**config.mk**
```make
export PLATFORM = sky130hd
export DESIGN_NAME = dispatch_rename_ctrl
export DESIGN_NICKNAME = d
export VERILOG_FILES = /design/src/rtl/dispatch_rename_ctrl.sv
export SDC_FILE = /design/constraint.sdc
export NUM_CORES = 1
export LEC_CHECK = 0
export BUFFER_PORTS_ARGS = -buffer_cell sky130_fd_sc_hd__buf_2
export CORE_UTILIZATION = 30
export DETAILED_ROUTE_END_ITERATION = 10
export GPL_TIMING_DRIVEN = 0
export PLACE_DENSITY_LB_ADDON = 0.05
export SYNTH_ARGS = -nofsm -noshare
export SYNTH_HDL_FRONTEND = slang
export SYNTH_SLANG_ARGS = --single-unit
```
**constraint.sdc**
```tcl
create_clock -name clock -period 8.8 [get_ports clock]
set_input_delay 1.76 -clock clock [delete_from_list [all_inputs] [get_ports clock]]
set_output_delay 1.76 -clock clock [all_outputs]
set_load 0.01 [all_outputs]
```
**src/rtl/dispatch_rename_ctrl.sv**
```systemverilog
// Dispatch and register-rename control: free-tag FIFO, rename table with
// CDB wakeup, issue-queue steering and stall accounting.
module dispatch_rename_ctrl #(
  parameter int TAG_W = 5,
  parameter int NUM_Q = 3,
  parameter int REG_W = 5
) (
  input  logic               clock,
  input  logic               reset,
  input  logic               Dec_valid,
  output logic               Dec_ready,
  input  logic [NUM_Q-1:0]   Dec_qsel,
  input  logic [REG_W-1:0]   Dec_rs_addr,
  input  logic [REG_W-1:0]   Dec_rt_addr,
  input  logic [REG_W-1:0]   Dec_rd_addr,
  input  logic               Dec_rd_write,
  input  logic [NUM_Q-1:0]   Iq_ready,
  output logic [NUM_Q-1:0]   Iq_valid,
  output logic [TAG_W-1:0]   Disp_rs_tag,
  output logic [TAG_W-1:0]   Disp_rt_tag,
  output logic [TAG_W-1:0]   Disp_rd_tag,
  output logic               Disp_rs_pend,
  output logic               Disp_rt_pend,
  input  logic               Rob_full,
  input  logic               Cdb_valid,
  input  logic [TAG_W-1:0]   Cdb_tag,
  input  logic               Retire_valid,
  input  logic [TAG_W-1:0]   Retire_tag,
  input  logic               Flush,
  output logic [TAG_W:0]     Free_count,
  output logic [15:0]        Stall_count,
  output logic               Err_overflow
);

  localparam int unsigned DEPTH = 1 << TAG_W;
  localparam int unsigned NREG  = 1 << REG_W;
  localparam logic [TAG_W:0] FULL_CNT = (TAG_W+1)'(DEPTH);

  typedef enum logic [1:0] {INIT = 2'd0, RUN = 2'd1, STALL = 2'd2} state_t;

  state_t state, state_nx;

  logic [TAG_W-1:0] fifo_mem [DEPTH];
  logic [TAG_W-1:0] rd_ptr, wr_ptr, init_cnt;
  logic [TAG_W:0]   count;
  logic [TAG_W-1:0] map_tag [NREG];
  logic [NREG-1:0]  map_pend;
  logic [15:0]      stall_cnt;
  logic             err_q;

  logic active, wr_eff, fire, pop, push, ovf, full, init_last, retire_req;
  logic [TAG_W-1:0] head;

  // The Flush cycle is treated like INIT: decode, CDB and retire are ignored.
  assign active     = (state != INIT) & ~Flush;
  assign wr_eff     = Dec_rd_write & (Dec_rd_addr != '0);
  assign head       = fifo_mem[rd_ptr];
  assign full       = (count == FULL_CNT);
  assign init_last  = (init_cnt == '1);
  assign fire       = Dec_valid & Dec_ready;
  assign pop        = fire & wr_eff;
  assign retire_req = active & Retire_valid;
  assign push       = retire_req & (~full | pop);
  assign ovf        = retire_req & full & ~pop;

  always_comb begin
    state_nx  = state;
    Dec_ready = 1'b0;
    Iq_valid  = '0;
    Dec_ready = active & ~Rob_full & (|(Dec_qsel & Iq_ready)) &
                (~wr_eff | (count != '0));
    if (Dec_valid & Dec_ready) Iq_valid = Dec_qsel;
    if (Flush) begin
      state_nx = INIT;
    end else begin
      case (state)
        INIT:    if (init_last) state_nx = RUN;
        RUN:     if (Dec_valid & ~Dec_ready) state_nx = STALL;
        STALL:   if ((Dec_valid & Dec_ready) | ~Dec_valid) state_nx = RUN;
        default: state_nx = INIT;
      endcase
    end
  end

  always_ff @(posedge clock or posedge reset) begin
    if (reset) begin
      state     <= INIT;
      init_cnt  <= '0;
      rd_ptr    <= '0;
      wr_ptr    <= '0;
      count     <= '0;
      stall_cnt <= '0;
      err_q     <= 1'b0;
    end else begin
      state <= state_nx;
      if (state == STALL && stall_cnt != 16'hFFFF) stall_cnt <= stall_cnt + 16'd1;
      if (ovf) err_q <= 1'b1;
      if (Flush) begin
        init_cnt <= '0;
        rd_ptr   <= '0;
        wr_ptr   <= '0;
        count    <= '0;
      end else if (state == INIT) begin
        init_cnt <= init_cnt + 1'b1;
        if (init_last) count <= FULL_CNT;
      end else begin
        if (pop)  rd_ptr <= rd_ptr + 1'b1;
        if (push) wr_ptr <= wr_ptr + 1'b1;
        count <= count + {{TAG_W{1'b0}}, push} - {{TAG_W{1'b0}}, pop};
      end
    end
  end

  // Pool storage carries no reset; INIT rewrites every slot before use.
  always_ff @(posedge clock) begin
    if (state == INIT && !Flush) fifo_mem[init_cnt] <= init_cnt;
    else if (push)               fifo_mem[wr_ptr]   <= Retire_tag;
  end

  always_ff @(posedge clock or posedge reset) begin
    if (reset) begin
      for (int unsigned i = 0; i < NREG; i++) map_tag[i] <= '0;
      map_pend <= '0;
    end else if (Flush) begin
      map_pend <= '0;
    end else begin
      if (active && Cdb_valid) begin
        for (int unsigned i = 0; i < NREG; i++)
          if (map_tag[i] == Cdb_tag) map_pend[i] <= 1'b0;
      end
      // Placed after the wakeup loop so a same-cycle rename of rd wins.
      if (pop) begin
        map_tag[Dec_rd_addr]  <= head;
        map_pend[Dec_rd_addr] <= 1'b1;
      end
    end
  end

  assign Disp_rs_tag  = map_tag[Dec_rs_addr];
  assign Disp_rt_tag  = map_tag[Dec_rt_addr];
  assign Disp_rd_tag  = head;
  assign Disp_rs_pend = map_pend[Dec_rs_addr] & (Dec_rs_addr != '0) &
                        ~(Cdb_valid & (Cdb_tag == Disp_rs_tag));
  assign Disp_rt_pend = map_pend[Dec_rt_addr] & (Dec_rt_addr != '0) &
                        ~(Cdb_valid & (Cdb_tag == Disp_rt_tag));
  assign Free_count   = count;
  assign Stall_count  = stall_cnt;
  assign Err_overflow = err_q;

endmodule

```
==> impl_results.md <==
* Clock slew at reported path FFs at 0.05 ns
* Via Count at 14696
* Avg Vias per Cell at 5.44
* Antenna violations before repair at 3
* Critical Path End Type: output pin
* Setup Crit Path Kind: in -> out
* R2R setup slack at 5.08 ns
* Critical path origin: Dec_rs_addr[2]
* Clock Path Buffers at 3
* Setup Viol. Count Final at 0
* Post-CTS sizing at 0
* Run status: finished, violations left
* Post-DP HPWL at 59900 microns
* Fmax at 0.145 GHz
* Design Area, Final at 24800 sq um
* Placeable Area at 70500 sq um
* RePlAce Congestion at 0.973
* Reg area at 10600 sq um
* Synth Flop Type: dfrtp_1
* Post-synth EDFFs at 160
* Post-synth cell types at 77
* Multi-input gate area at 10300 sq um
* Pins Over Slew Limit at 10
* Post-DP Area at 23100 sq um
* Worst Path Required at 7.04 ns
* CP startpoint kind: input pin
* Final design utilization at 35.1%
* # rows at 97
* DP Cell Count at 2608
* Failing checks: max-capacitance violations, max-slew violations
* Die span in x at 270 microns
* Share of layout cells above drive strength 1 at 31.2%
* # H-tree levels at 2
* Synth Warn # at 0
* Number of global-route vias before repair at 15140
* # nets final at 1773
* Hold Vio Cnt, Final at 0
* Die Area at 72700 sq um
* Die extent in y at 270 microns
* Post-Syn Area at 21500 sq um
* N_diodes at 0
* Pre-CTS setup slack at 2.03 ns
* Setup Skew at 0.0465 ns
* Relative slew slack at -1.47%
* RSZ-0062 raised after global routing: false
* Tightest Pin Transition at 1.52 ns
* Max VDD drop at 0.161 mV
* Sequential cell area fraction in the yosys report at 49.3%
* Leak at 10.3 nW
* Class of the worst hold path: reg -> reg
* Worst setup endpoint: Disp_rs_pend
* Leading cell types in the layout, fill and taps excluded: dfrtp_1 (231), edfxtp_1 (160), buf_2 (118)
* Max FO, Critical Path at 10
* WL/cell at 30.8 microns
* R2R Path End: map_tag[23]
* R2R depth at 7
* CTS buffer count at 50
* Most common cell after layout, fill and taps aside: dfrtp_1
* Tmin final at 6.92 ns
* Global-route wire length before repair at 119000 microns
* Fin crit share at 78.6%
* Hold_buf cts at 0
* Gr ovfl total at 0
* Synth Instances at 1593
* Fillers at 6864
* DRT Wirelength at 83200 microns
* R2r startpoint: rd_ptr[1]
* Syn avg cell area at 13.5 sq um
* Setup bufs post-CTS at 0
* Syn Nets at 1646
* Initial DRC count at 1392
* Max Cap Viol at 1
* Port Buffers at 72
* Number of top-level pins at 83
* Drt pass-1 iters at 5
* Area grow syn2layout at 15.2%
* Arrival @ worst endpoint at 5.16 ns
* Final setup margin at 1.88 ns
* Synth Register Bits at 391
* GRT Total Usage at 23.0%
* CTS tree: yes
* Clock root cell: clkbuf_16
* Num Clock Sinks at 391
* Initial Util at 30.5%
* Asr flop ratio synth at 59.1%
* Pwr per Cell Area at 175 nW/um^2
* # DRC at 0
* Clock Latency Late Sink at 0.64 ns
* Largest net degree at the start of global routing at 115
* Layout Cells excl Fill at 2699
* Final ANT Viol Nets at 0
==> critical path: stages <==
cell	delay, ns
buf_2	0.12
buf_2	0.38
buf_2	0.48
buf_1	0.89
mux4_2	0.43
mux2i_1	0.43
a211oi_1	0.16
a21oi_1	0.24
a31oi_1	0.08
buf_2	0.16
==> cell type report <==
type	instances	area share [%]
Sequential cell	391	42.8
Clock buffer	73	5.81
Timing Repair Buffer	75	1.74
Tap cell	940	4.75
Multi-Input combinational cell	1062	41.5
Inverter	24	0.394
Clock inverter	18	0.854
Buffer	116	2.23
==> registers in the layout, indices dropped and copies added, names as in the netlist <==
signal        flops
Stall_count      16
Err_overflow      1
init_cnt          5
map_pend         31
state             2
wr_ptr            5
map_tag         160
Free_count        6
fifo_mem        160
rd_ptr            5
==> where the power goes <==
group | internal, mW | switching [mW] | leakage, nW
registers | 1.91 | 0.00313 | 4.70
logic | 0.0895 | 0.248 | 4.76
clock network | 1.23 | 0.860 | 0.805
total | 3.22 | 1.11 | 10.3
==> Yosys cell counts (all sizes together), types with 4 or more instances <==
cell type  count  area share (%)
mux2i         73             3.4
a311oi         5            0.20
nand4         40             1.2
and2           4            0.12
nor2b         19            0.55
xor2          97             4.0
nor3          39            0.96
nand3         26            0.63
o22ai          9            0.26
a31oi          8            0.26
buf           66             1.7
dfrtp        231              27
nor2          82             2.1
inv           23            0.40
clkbuf        50            0.87
nand3b         6            0.23
or3           15            0.48
a21oi         25            0.63
o21ai         26            0.61
a22o           4            0.16
ha            13            0.76
a211oi         6            0.21
a22oi         21            0.73
edfxtp       160              22
o211ai         4            0.14
nand2         71             1.3
a31o          24            0.98
mux2         182              11
mux4         105              11
xnor2         93             3.8
and3          10            0.29
==> metal layers <==
| metal | global-route usage (%) | part of all wire, % |
|---|---|---|
| met5 | 0 | 0 |
| met3 | 3.69 | 5.4 |
| met2 | 33.9 | 43 |
| met4 | 5.76 | 2.5 |
| met1 | 34.7 | 49 |
==> worst min path at each step <==
stage                    from              to  cells after the start
2_1_floorplan    map_tag[157]    map_tag[157]                      1
5_1_grt        Stall_count[7]  Stall_count[7]                      1
3_5_place_dp     map_tag[158]    map_tag[158]                      1
4_1_cts          map_tag[158]    map_tag[158]                      1
3_3_place_gp     map_tag[158]    map_tag[158]                      1
6_report         map_tag[158]    map_tag[158]                      1
==> kinds of logic after synthesis <==
| family | Yosys count | share of synthesized area (%) |
|---|---|---|
| DFF | 391 | 49.3 |
| and+or+nand+nor | 331 | 8.45 |
| AOI/OAI and AO/OA | 167 | 5.65 |
| buffers and inverters | 140 | 2.98 |
| adders and majority gates | 14 | 0.850 |
| xor gates and xnor gates | 190 | 7.74 |
| muxes | 360 | 25.1 |
==> through the flow <==
stage | setup TNS [ns] | power (mW) | hold slack (ns)
final | 0 | 4.33 | 0.476
after global routing | 0 | 4.47 | 0.501
after CTS | 0 | 4.39 | 0.482
after detailed placement | 0 | 2.28 | 0.468
after global placement | -682.53 | 2.28 | 0.459
after floorplan | 0 | 2.13 | 0.441
(Power assumes the default switching activity.)
